==> src/rtl/cp0_pkg.sv <==
// Shared constants for the coprocessor 0 block: exception codes, CP0
// register numbers and the exception vector.
package cp0_pkg;

  localparam logic        TRUE  = 1'b1;
  localparam logic [31:0] EXCPC = 32'h0000_4180;

  // Exception codes written into Cause.ExcCode
  localparam logic [4:0] EXC_INT     = 5'd0;
  localparam logic [4:0] EXC_ADEL    = 5'd4;
  localparam logic [4:0] EXC_ADES    = 5'd5;
  localparam logic [4:0] EXC_SYSCALL = 5'd8;
  localparam logic [4:0] EXC_RI      = 5'd10;
  localparam logic [4:0] EXC_OV      = 5'd12;

  // CP0 register numbers seen by mfc0/mtc0
  localparam logic [4:0] CP0_SR    = 5'd12;
  localparam logic [4:0] CP0_CAUSE = 5'd13;
  localparam logic [4:0] CP0_EPC   = 5'd14;
  localparam logic [4:0] CP0_PRID  = 5'd15;

  // Lowest bit of the IM / IP fields in SR and Cause
  localparam int IRQ_LSB = 10;

endpackage

==> src/rtl/cp0.sv <==
// Coprocessor 0: SR, Cause, EPC and PRId, plus interrupt / exception
// request generation for the M stage.
//
// Req is a zero-latency combinational request: when it is high the PC
// register redirects to EXCPC and the pipeline is flushed, so at the same
// edge CP0 latches EPC/BD/ExcCode, sets EXL and drops any mtc0 or eret
// that was in flight.
module cp0
  import cp0_pkg::*;
#(
  parameter logic [31:0] PRID    = 32'h2024_0C00,
  parameter int          HW_IRQS = 6
) (
  input  logic               clk,
  input  logic               reset_n,
  input  logic [4:0]         A1,
  input  logic [4:0]         A2,
  input  logic [31:0]        DIn,
  input  logic               WE,
  input  logic [31:0]        VPC,
  input  logic               BDIn,
  input  logic [4:0]         ExcCodeIn,
  input  logic [HW_IRQS-1:0] HWInt,
  input  logic               EXLClr,
  output logic [31:0]        DOut,
  output logic [31:0]        EPCOut,
  output logic               Req
);

  logic [HW_IRQS-1:0] im_q, im_d;
  logic               exl_q, exl_d;
  logic               ie_q, ie_d;
  logic               bd_q, bd_d;
  logic [HW_IRQS-1:0] ip_q, ip_d;
  logic [4:0]         exc_code_q, exc_code_d;
  logic [31:0]        epc_q, epc_d;

  logic        int_req;
  logic        exc_req;
  logic [31:0] sr_rd;
  logic [31:0] cause_rd;

  // Request logic: EXL masks both sources, interrupts win over exceptions
  always_comb begin
    int_req = ie_q & ~exl_q & (|(HWInt & im_q));
    exc_req = ~exl_q & (ExcCodeIn != 5'd0);
    Req     = int_req | exc_req;
  end

  // Next-state: exception entry overrides software writes and eret
  always_comb begin
    im_d       = im_q;
    exl_d      = exl_q;
    ie_d       = ie_q;
    bd_d       = bd_q;
    exc_code_d = exc_code_q;
    epc_d      = epc_q;
    ip_d       = HWInt;
    if (Req) begin
      exl_d      = 1'b1;
      exc_code_d = int_req ? EXC_INT : ExcCodeIn;
      bd_d       = BDIn;
      epc_d      = BDIn ? (VPC - 32'd4) : VPC;
    end else begin
      if (WE && (A2 == CP0_SR)) begin
        im_d  = DIn[IRQ_LSB +: HW_IRQS];
        exl_d = DIn[1];
        ie_d  = DIn[0];
      end
      if (WE && (A2 == CP0_EPC)) begin
        epc_d = DIn;
      end
      // eret beats a same-cycle mtc0 for the EXL bit only
      if (EXLClr) begin
        exl_d = 1'b0;
      end
    end
  end

  // Register block with asynchronous active-low clear
  always_ff @(posedge clk or negedge reset_n) begin
    if (!reset_n) begin
      im_q       <= '0;
      exl_q      <= 1'b0;
      ie_q       <= 1'b0;
      bd_q       <= 1'b0;
      ip_q       <= '0;
      exc_code_q <= 5'd0;
      epc_q      <= 32'd0;
    end else begin
      im_q       <= im_d;
      exl_q      <= exl_d;
      ie_q       <= ie_d;
      bd_q       <= bd_d;
      ip_q       <= ip_d;
      exc_code_q <= exc_code_d;
      epc_q      <= epc_d;
    end
  end

  // Read views of SR and Cause; unimplemented bits read as zero
  always_comb begin
    sr_rd                        = 32'd0;
    sr_rd[IRQ_LSB +: HW_IRQS]    = im_q;
    sr_rd[1]                     = exl_q;
    sr_rd[0]                     = ie_q;
    cause_rd                     = 32'd0;
    cause_rd[31]                 = bd_q;
    cause_rd[IRQ_LSB +: HW_IRQS] = ip_q;
    cause_rd[6:2]                = exc_code_q;
  end

  // mfc0 read mux and eret target (forwards a same-cycle mtc0 EPC)
  always_comb begin
    case (A1)
      CP0_SR:    DOut = sr_rd;
      CP0_CAUSE: DOut = cause_rd;
      CP0_EPC:   DOut = epc_q;
      CP0_PRID:  DOut = PRID;
      default:   DOut = 32'd0;
    endcase
    EPCOut = (WE && (A2 == CP0_EPC)) ? DIn : epc_q;
  end

endmodule

==> config.mk <==
export PLATFORM = sky130hd
export DESIGN_NAME = cp0
export DESIGN_NICKNAME = d
export VERILOG_FILES = /design/src/rtl/cp0_pkg.sv /design/src/rtl/cp0.sv
export SDC_FILE = /design/constraint.sdc
export NUM_CORES = 1
export LEC_CHECK = 0
export BUFFER_PORTS_ARGS = -buffer_cell sky130_fd_sc_hd__buf_2
export CAP_MARGIN = 20
export CORE_MARGIN = 2
export CORE_UTILIZATION = 30
export CTS_BUF_LIST = sky130_fd_sc_hd__clkbuf_2 sky130_fd_sc_hd__clkbuf_4 sky130_fd_sc_hd__clkbuf_8
export CTS_CLUSTER_DIAMETER = 40
export CTS_CLUSTER_SIZE = 30
export DETAILED_ROUTE_END_ITERATION = 12
export PLACE_DENSITY = 0.55
export SLEW_MARGIN = 20
export SYNTH_ARGS = -nofsm -noshare
export SYNTH_HDL_FRONTEND = slang
export SYNTH_SLANG_ARGS = --single-unit
==> constraint.sdc <==
create_clock -name clk -period 2.1 [get_ports clk]
set_input_delay 0 -clock clk [delete_from_list [all_inputs] [get_ports clk]]
set_output_delay 0 -clock clk [all_outputs]
set_load 0.01 [all_outputs]
==> impl_metrics.json <==
{
  "status": "finished clean",
  "placed_area_mm2": 0.00470,
  "grt_pass1_wl_um": 20200,
  "grt_max_degree": 33,
  "routed_via_density": 5.23,
  "synth-async-reset-ratio_pct": 100,
  "slowest_stage": "dlygate4sd3_1",
  "hold_violations": 0,
  "worstSetupEndpointType": "flip-flop",
  "required_ns": 2.34,
  "final_core_util_pct": 42.3,
  "hold_depth": 3,
  "synth_cell_types": 52,
  "cts_setup_buffers": 0,
  "path_class": "in2reg",
  "clk_latency_ns": 0.31,
  "synthCells": 388,
  "dp_hpwl_um": 10300,
  "whs_ns": 0.0119,
  "cellLeakagePower_nw": 2.30,
  "rsz0062_at_grt": "no",
  "synth_edf_count": 0,
  "pin_count": 155,
  "fin_nets": 656,
  "wl_met1_um": 6080,
  "layout_common_cells": "buf_2 (154), dfrtp_1 (52), mux2_2 (28), dlygate4sd3_1 (27), nor2_1 (25)",
  "hold_path.class": "in2reg",
  "reg2reg_slack_ns": 0.28,
  "num_vias": 3836,
  "timing.rr.start": "im_q[2]",
  "antenna_found_initial": 0,
  "placedCellCount": 699,
  "fp.dieW_um": 115,
  "ctsHtreeMaxLevel": 2,
  "finalClockSkew_ns": 0.00712,
  "worst_pin_slew_ns": 0.811,
  "diodes": 0,
  "ys_warn_count": 0,
  "design_area_mm2": 0.00510,
  "fmax_ghz": 0.501,
  "die_h_um": 115,
  "dieArea_mm2": 0.0133,
  "dr_wl_met3_um": 819,
  "drt_iter0_drc": 268,
  "antenna_left": 0,
  "syn_avg_cell_area_um2": 9.60,
  "cpPeakStageDelay_ns": 0.53,
  "synth_ff_type": "dfrtp_1",
  "wl_per_cell_um": 18.1,
  "min_from": "VPC[28]",
  "worst-path-buf-inv": 2,
  "crit-reg2reg-capture": "bd_q",
  "routed_wl_um": 13300,
  "fillCellCount": 1214,
  "cts-root-buf": "clkbuf_8",
  "period_share_pct": 95.1,
  "final_cells": 734,
  "irDropWorstVdd_v": 0.000463,
  "cts_buffer_depth": 2,
  "gp_congestion": 0.956,
  "hold_path_end": "epc_q[28]",
  "cts_sinks": 52,
  "cts_tree": "built",
  "start_util_pct": 30.9,
  "cp_max_fo": 5,
  "gr-usage-all-layers_pct": 19.6,
  "io_buffer_count": 154,
  "syn_to_final_growth_pct": 36.8,
  "maxSlewViolCount": 0,
  "highest_layer": "met4",
  "max-slew-margin-rel_pct": 45.8,
  "path_cells": "dlygate4sd3_1, buf_2, or4_4, or3_1, or4_1, a31oi_1",
  "grt_pass1_vias": 3827,
  "drcViolationCount": 0,
  "ff2ff_path_depth": 5,
  "overflow": 0,
  "ys_seq_area_share_pct": 34.9,
  "clk_pin_slew_ns": 0.10,
  "crit_arrival_ns": 2.23,
  "syn_nets": 479,
  "start_kind": "input port",
  "dr_wl_met2_um": 6130,
  "drt_first_pass_iters": 4,
  "setup_viol": 0,
  "layout_commonest_cell": "buf_2",
  "final_layout_size_suffix_gt1_share_pct": 42.6,
  "synth_area_mm2": 0.00373,
  "numCtsBuffers": 5,
  "power.density_mw_per_mm2": 953,
  "maxCapViolations": 0,
  "period_needed_ns": 2.00,
  "ys_ff_latch": 52,
  "num_rows": 40,
  "core-area_mm2": 0.0121,
  "fin_setup_tns_ns": 0,
  "cp_top_family": "simple AND/OR/NAND/NOR gates"
}
-- kinds of logic after synthesis --
logic type,Yosys count,share of synthesized area [%]
and+or+nand+nor,166,28.3
adders and majority gates,1,0.336
buffers and inverters,35,4.23
muxes,47,14.6
DFF,52,34.9
AOI/OAI and AO/OA,76,15.1
xor gates and xnor gates,11,2.59
-- layer usage --
| metal | vias to the layer above | global-route usage [%] |
|---|---|---|
| li1 | 1843 | - |
| met1 | 1833 | 27.3 |
| met2 | 144 | 30.8 |
| met3 | 16 | 3.56 |
| met4 | 0 | 6.51 |
| met5 | - | 0 |
-- synth_stat cells (11+ instances only) --
cell / number / area share (%)
and4_1: 16 / 3.8
mux2_2: 28 / 8.5
clkbuf_1: 19 / 1.9
nor3_1: 13 / 1.7
o31a_1: 16 / 3.8
a31oi_1: 17 / 2.9
o31ai_1: 12 / 2.4
nor2_1: 25 / 2.5
or2_2: 18 / 3.0
dfrtp_1: 52 / 35
or4_1: 11 / 2.2
nor4_1: 20 / 3.4
and2_1: 15 / 2.5
-- area by class of cell --
class                      count  area [um^2]  area share [%]
sequential                    52         1300            25.5
tap                          168          210            4.12
clock buffer                   6         82.6            1.62
multi-input combinational    301         2270            44.6
inverter                       9         36.3           0.712
clock inverter                 2         38.8           0.761
timing repair buffer         196         1150            22.6
-- worst max-delay path by stage --
stage	from	to	slack, ns	cells after the start
after floorplan	im_q[0]	epc_q[10]	0.28	6
after global placement	im_q[0]	epc_q[2]	0.13	5
after detailed placement	im_q[0]	epc_q[2]	0.09	5
after CTS	im_q[2]	Req	0.004	5
after global routing	VPC[26]	epc_q[31]	0.02	6
final	VPC[24]	epc_q[31]	0.10	6
-- worst min-delay path, cell delays in order --
cell and delay [ns]:
buf_2 0.12, o31ai_1 0.08, a31oi_1 0.08
-- power breakdown --
group | leakage, nW | internal [W] | switching (W) | total, W
registers | 0.609 | 0.00142 | 0.000291 | 0.00171
logic | 1.63 | 0.00118 | 0.00121 | 0.00239
clock network | 0.0614 | 0.000391 | 0.000365 | 0.000756
-- timing repair --
item	CTS	global route
hold endpoints to repair	56	0
endpoints found under the setup margin	0	14
resized for setup	0	3
hold buffers	27	0
-- flip-flops by register name (all words and copies together) (netlist names) --
| name | count |
|---|---|
| bd_q | 1 |
| epc_q | 32 |
| exc_code_q | 5 |
| exl_q | 1 |
| ie_q | 1 |
| im_q | 6 |
| ip_q | 6 |
-- metrics by stage --
step | total power, W | worst slack (ns)
6_report | 0.00486 | 0.103
5_1_grt | 0.00520 | 0.0242
4_1_cts | 0.00485 | 0.00445
3_5_place_dp | 0.00407 | 0.0941
3_3_place_gp | 0.00404 | 0.135
2_1_floorplan | 0.00319 | 0.284
No activity file was read; power rests on OpenSTA's default activity.
